File: src/rtl/rpn_pop_eval_pkg.sv
// Shared definitions for the RPN calculator: operator codes, pop FSM states,
// and default stack geometry.
package rpn_pop_eval_pkg;

  localparam int ADDR_W_DEF = 8;
  localparam int DATA_W_DEF = 8;

  typedef enum logic [2:0] {
    OP_ADD = 3'b000,
    OP_SUB = 3'b001,
    OP_MUL = 3'b010,
    OP_AND = 3'b011,
    OP_OR  = 3'b100,
    OP_XOR = 3'b101,
    OP_SHL = 3'b110,
    OP_SHR = 3'b111
  } op_e;

  typedef enum logic [2:0] {
    ST_IDLE  = 3'd0,
    ST_RD_B  = 3'd1,
    ST_RD_A  = 3'd2,
    ST_EXEC  = 3'd3,
    ST_WRITE = 3'd4,
    ST_DONE  = 3'd5,
    ST_ERR   = 3'd6
  } state_e;

endpackage

File: src/rtl/rpn_pop_eval_alu.sv
// Combinational 8-bit RPN ALU: y = A op B, modulo 2^DATA_W, no flags.
module rpn_pop_eval_alu
  import rpn_pop_eval_pkg::*;
#(
  parameter int DATA_W = DATA_W_DEF
) (
  input  logic [DATA_W-1:0] a,
  input  logic [DATA_W-1:0] b,
  input  op_e               op,
  output logic [DATA_W-1:0] y
);

  always_comb begin
    y = '0;
    case (op)
      OP_ADD:  y = a + b;
      OP_SUB:  y = a - b;
      OP_MUL:  y = a * b;
      OP_AND:  y = a & b;
      OP_OR:   y = a | b;
      OP_XOR:  y = a ^ b;
      // Shift amount is only the low three bits of B.
      OP_SHL:  y = a << b[2:0];
      OP_SHR:  y = a >> b[2:0];
      default: y = '0;
    endcase
  end

endmodule

File: src/rtl/rpn_pop_eval.sv
// Pop side of the RPN calculator: reads the two top stack entries, writes
// A op B back over A and decrements SP.
//
// state    | meaning
// ---------+--------------------------------------------------
// ST_IDLE  | waiting for start; RAM/SP outputs held at zero
// ST_RD_B  | address SP-1 presented to RAM
// ST_RD_A  | B captured from RAM; address SP-2 presented
// ST_EXEC  | A on RAM data; ALU result registered
// ST_WRITE | result written at SP-2, SP loaded with SP-1
// ST_DONE  | one-cycle done pulse
// ST_ERR   | underflow (SP < 2); sets sticky error
module rpn_pop_eval
  import rpn_pop_eval_pkg::*;
#(
  parameter int ADDR_W = ADDR_W_DEF,
  parameter int DATA_W = DATA_W_DEF
) (
  input  logic              CLOCK_50,
  input  logic              RESET_N,
  input  logic              start,
  input  logic [2:0]        op,
  input  logic [ADDR_W-1:0] sp_in,
  output logic [ADDR_W-1:0] sp_out,
  output logic              sp_we,
  output logic [ADDR_W-1:0] ram_addr,
  output logic [DATA_W-1:0] ram_wdata,
  output logic              ram_we,
  input  logic [DATA_W-1:0] ram_rdata,
  output logic              busy,
  output logic              done,
  output logic              error,
  output logic [DATA_W-1:0] result
);

  state_e            state_q, state_d;
  op_e               op_q;
  logic [ADDR_W-1:0] sp_q;
  logic [DATA_W-1:0] b_q;
  logic [DATA_W-1:0] result_q;
  logic [DATA_W-1:0] alu_y;
  logic              error_q;
  logic              sp_ok;

  assign sp_ok = (sp_in >= ADDR_W'(2));

  rpn_pop_eval_alu #(.DATA_W(DATA_W)) u_alu (
    .a  (ram_rdata),
    .b  (b_q),
    .op (op_q),
    .y  (alu_y)
  );

  always_ff @(posedge CLOCK_50) begin
    if (!RESET_N) begin
      state_q  <= ST_IDLE;
      op_q     <= OP_ADD;
      sp_q     <= '0;
      b_q      <= '0;
      result_q <= '0;
      error_q  <= 1'b0;
    end else begin
      state_q <= state_d;
      case (state_q)
        ST_IDLE: begin
          if (start && sp_ok) begin
            op_q    <= op_e'(op);
            sp_q    <= sp_in;
            error_q <= 1'b0;
          end
        end
        ST_RD_A: b_q      <= ram_rdata;
        ST_EXEC: result_q <= alu_y;
        ST_ERR:  error_q  <= 1'b1;
        default: ;
      endcase
    end
  end

  // Write strobes are qualified by RESET_N so a reset landing on WRITE
  // leaves both the stack and SP untouched.
  always_comb begin
    state_d   = state_q;
    ram_addr  = '0;
    ram_wdata = '0;
    ram_we    = 1'b0;
    sp_out    = '0;
    sp_we     = 1'b0;
    done      = 1'b0;
    case (state_q)
      ST_IDLE: begin
        if (start) state_d = sp_ok ? ST_RD_B : ST_ERR;
      end
      ST_RD_B: begin
        ram_addr = sp_q - ADDR_W'(1);
        state_d  = ST_RD_A;
      end
      ST_RD_A: begin
        ram_addr = sp_q - ADDR_W'(2);
        state_d  = ST_EXEC;
      end
      ST_EXEC: begin
        ram_addr = sp_q - ADDR_W'(2);
        state_d  = ST_WRITE;
      end
      ST_WRITE: begin
        ram_addr  = sp_q - ADDR_W'(2);
        ram_wdata = result_q;
        ram_we    = RESET_N;
        sp_out    = sp_q - ADDR_W'(1);
        sp_we     = RESET_N;
        state_d   = ST_DONE;
      end
      ST_DONE: begin
        done    = 1'b1;
        state_d = ST_IDLE;
      end
      ST_ERR:  state_d = ST_IDLE;
      default: state_d = ST_IDLE;
    endcase
  end

  assign busy   = (state_q != ST_IDLE);
  assign error  = error_q;
  assign result = result_q;

endmodule
File: config.mk
export PLATFORM = sky130hd
export DESIGN_NAME = rpn_pop_eval
export DESIGN_NICKNAME = d
export VERILOG_FILES = /design/src/rtl/rpn_pop_eval_pkg.sv /design/src/rtl/rpn_pop_eval_alu.sv /design/src/rtl/rpn_pop_eval.sv
export SDC_FILE = /design/constraint.sdc
export NUM_CORES = 1
export LEC_CHECK = 0
export BUFFER_PORTS_ARGS = -buffer_cell sky130_fd_sc_hd__buf_2
export CAP_MARGIN = 30
export CORE_MARGIN = 2
export CORE_UTILIZATION = 53
export DETAILED_ROUTE_END_ITERATION = 10
export PLACE_DENSITY_LB_ADDON = 0.25
export SLEW_MARGIN = 20
export SYNTH_ARGS = -nofsm -noshare
export SYNTH_HDL_FRONTEND = slang
export SYNTH_HIERARCHICAL = 1
export SYNTH_SLANG_ARGS = --single-unit
File: constraint.sdc
create_clock -name CLOCK_50 -period 4.1 [get_ports CLOCK_50]
set_input_delay 0.41 -clock CLOCK_50 [delete_from_list [all_inputs] [get_ports CLOCK_50]]
set_output_delay 0.41 -clock CLOCK_50 [all_outputs]
set_load 0.03 [all_outputs]
==> summary.md <==
| Metric | Value |
|---|---|
| Startpoint types | `flip-flop` |
| Clock skew | `roughly 0.017 ns` |
| FMAX | `0.254 GHz` |
| DIE WIDTH | `91.2 µm` |
| CP arrival | `between 4 and 5 ns` |
| Sequential share of the synthesized area | `15.4%` |
| Max_slew headroom | `between 40 and 50%` |
| Post-synth top flop | `dfxtp_1` |
| Die area | `roughly 8300 µm²` |
| Vias/cell | `5.69` |
| Pins Over Slew Limit | `0` |
| Met1 Wirelength | `4920 µm` |
| Fill cells | `around 660` |
| Clock Path Buffers | `2` |
| Leakage | `between 2 and 2.5 nW` |
| Maximum vdd drop | `~0.31 mV` |
| Final Setup Violations | `0` |
| Endpoints failing hold | `0` |
| Critical Path RT | `4.29 ns` |
| Most frequent cells in the layout | `buf_2, inv_1, nor2_1, nand2_1, ha_1` |
| Core Footprint | `7290 µm²` |
| Die H | `around 91 µm` |
| Final clock period utilization by the worst path | `between 90% and 100%` |
| First-pass GRT wire length | `19200 µm` |
| Syn Nets | `slightly below 600` |
| Worst slew pin tran | `around 0.84 ns` |
| Worst-path clk slew | `around 0.080 ns` |
| Finished Cell Area | `approximately 4700 µm²` |
| Netlist cell types | `57` |
| Crit path max fanout | `5` |
| Gpl congestion | `roughly 0.96` |
| Max Cap Viol | `0` |
| CTS tree | `yes` |
| Commonest non-fill, non-tap cell in the layout | `buf_2` |
| 1st-pass router iterations | `6` |
| Vias | `~3900` |
| FP Rows | `31` |
| Multi-input logic area | `3130 µm²` |
| Gr ovfl total | `0` |
| Final HPWL DP | `9140 µm` |
| Overall routing resource usage | `between 20% and 30%` |
| Top sig layer | `met4` |
| Fin worst setup slack | `between 0.15 and 0.2 ns` |
| Initial antenna violation count | `0` |
| Post-CTS setup buffers | `0` |
| Total length of routed wires | `between 10000 and 15000 µm` |
| Power per cell area | `just over 600 nW/µm²` |
| Pin count of the biggest net entering global routing | `32` |
| H-tree depth | `2` |
| Final min period | `slightly below 4 ns` |
| Routed wl met3 | `720 µm` |
| Final setup TNS | `0 ns` |
| Yosys warns | `6` |
| Diodes inserted | `0` |
| Avg Inst Size Synth | `7.82 µm²` |
| Mapped cell area | `between 4000 and 5000 µm²` |
| Area grow syn2layout | `17.4%` |
| Number of flops mapped to enable cells by yosys | `0` |
| Mapped Cells | `515` |
| Fraction of layout cells with a size suffix above 1 | `20.7%` |
| 1st-iter DRT viols | `354` |
| Status | `finished, final reports clean` |
| WS Path Type | `reg -> reg` |
| NumNets Final | `about 660` |
| Final std cells w/o fill | `between 600 and 700` |
| Hold Path Class | `in -> reg` |
| Placed instance count | `675` |
| Seq. cell area | `about 630 µm²` |
| Initial cell density of the core | `55.2%` |
| Worst slack, placed | `-0.155 ns` |
| Sink Count | `31` |
| Inserted Clock Buffers | `5` |
| Hold-fix buffers, CTS | `0` |
| Clock root buffer | `clkbuf_8` |
| Routed wl met2 | `~5700 µm` |
| Crit path capture type | `flip-flop` |
| Worst-Skew Late Latency | `0.30 ns` |
| Ports | `59` |
| Port bufs | `slightly below 60` |
| #FFs+latches synth | `31` |
| Placed Area | `between 4000 and 5000 µm²` |
| Post-route DRC violation count | `0` |
| Final ANT Viol Nets | `0` |
| Async S/R FF share, synth | `0%` |
| Routed WL per cell | `around 17 µm` |
| Vias in the first global route | `3908` |
## where the power goes
group	switching, W	leakage [nW]	total [W]	internal [W]
sequential	0.000121	0.254	0.000488	0.000367
combinational	0.00126	1.82	0.00213	0.000872
clock	0.000129	0.0612	0.000326	0.000197
## logic make-up (layout without fill, tap and decap cells)
family                     count (synthesis)  in the layout  synth area share (%)
muxes                                     35             35                  9.54
and+or+nand+nor                          184            184                  22.8
buffers and inverters                     81            150                  9.04
xor gates and xnor gates                  35             35                  7.80
adders and majority gates                 57             57                  20.1
DFF                                       31             31                  15.4
AOI/OAI and AO/OA                         92             92                  15.2
## stage by stage
stage	power [W]	hold slack, ns	utilization (%)
6_report	0.00295	0.381	64.8
2_1_floorplan	0.00207	0.482	-
5_1_grt	0.00319	0.396	64.8
3_5_place_dp	0.00254	0.463	61.8
4_1_cts	0.00288	0.378	63.5
3_3_place_gp	0.00249	0.460	61.8
## final cells by class
class | count | share of cell area (%)
Multi-Input combinational cell | 403 | 66.3
Timing Repair Buffer | 89 | 11.1
Sequential cell | 31 | 13.3
Clock buffer | 6 | 1.75
Clock inverter | 2 | 0.741
Inverter | 53 | 4.21
Tap cell | 99 | 2.62
## cell usage after synthesis, drive strengths merged, types with 12 or more instances
cell type	n	area share (%)
fa	13	6.5
buf	20	3.3
inv	52	4.8
xnor2	29	6.5
a21oi	26	3.2
o21ai	14	1.7
and2	13	2.0
mux2i	32	8.0
nor2	49	4.8
dfxtp	31	15
nor2b	23	3.6
nand2	46	4.4
nor3	12	1.8
nand3	19	2.4
ha	44	14
## metal layers
| layer | global-route usage, % | vias to the layer above |
|---|---|---|
| met5 | 0 | - |
| met2 | 50.2 | 164 |
| met3 | 4.32 | 33 |
| met4 | 10.5 | 0 |
| met1 | 35.7 | 1795 |
| li1 | - | 1891 |
## worst max-delay path: stages, from the launching register on
cell and delay [ns]:
dfxtp_4 0.38, ha_2 0.19, inv_1 0.06, fa_1 0.39
fa_1 0.51, inv_1 0.04, ha_1 0.27, inv_1 0.05
fa_1 0.53, inv_1 0.06, ha_4 0.25, xnor2_1 0.20
nor2_1 0.07, a21oi_1 0.17, o22ai_1 0.10, a2111oi_1 0.33
a21oi_1 0.08, nand3_1 0.09, a21boi_0 0.09
## registers in the layout, indices dropped and copies added (netlist names)
signal,cells
error,1
result,8
b_q,8
state_q,3
sp_q,8
op_q,3
## path summary, 6_finish.rpt
check / from / end / slack (ns) / cells past startpoint
worst max-delay path: b_q[2] / result[5] / 0.17 / 18
worst min register to register: result[2] / result[2] / 0.47 / 2
worst min-delay path: sp_in[0] / sp_q[0] / 0.38 / 3
worst max register to register: b_q[2] / result[5] / 0.17 / 18
## repair_timing
action	4_1_cts	5_1_grt
pin swaps	0	5
setup endpoints to repair	1	2
resized for setup	2	16
No activity file was read; power rests on OpenSTA's default activity.
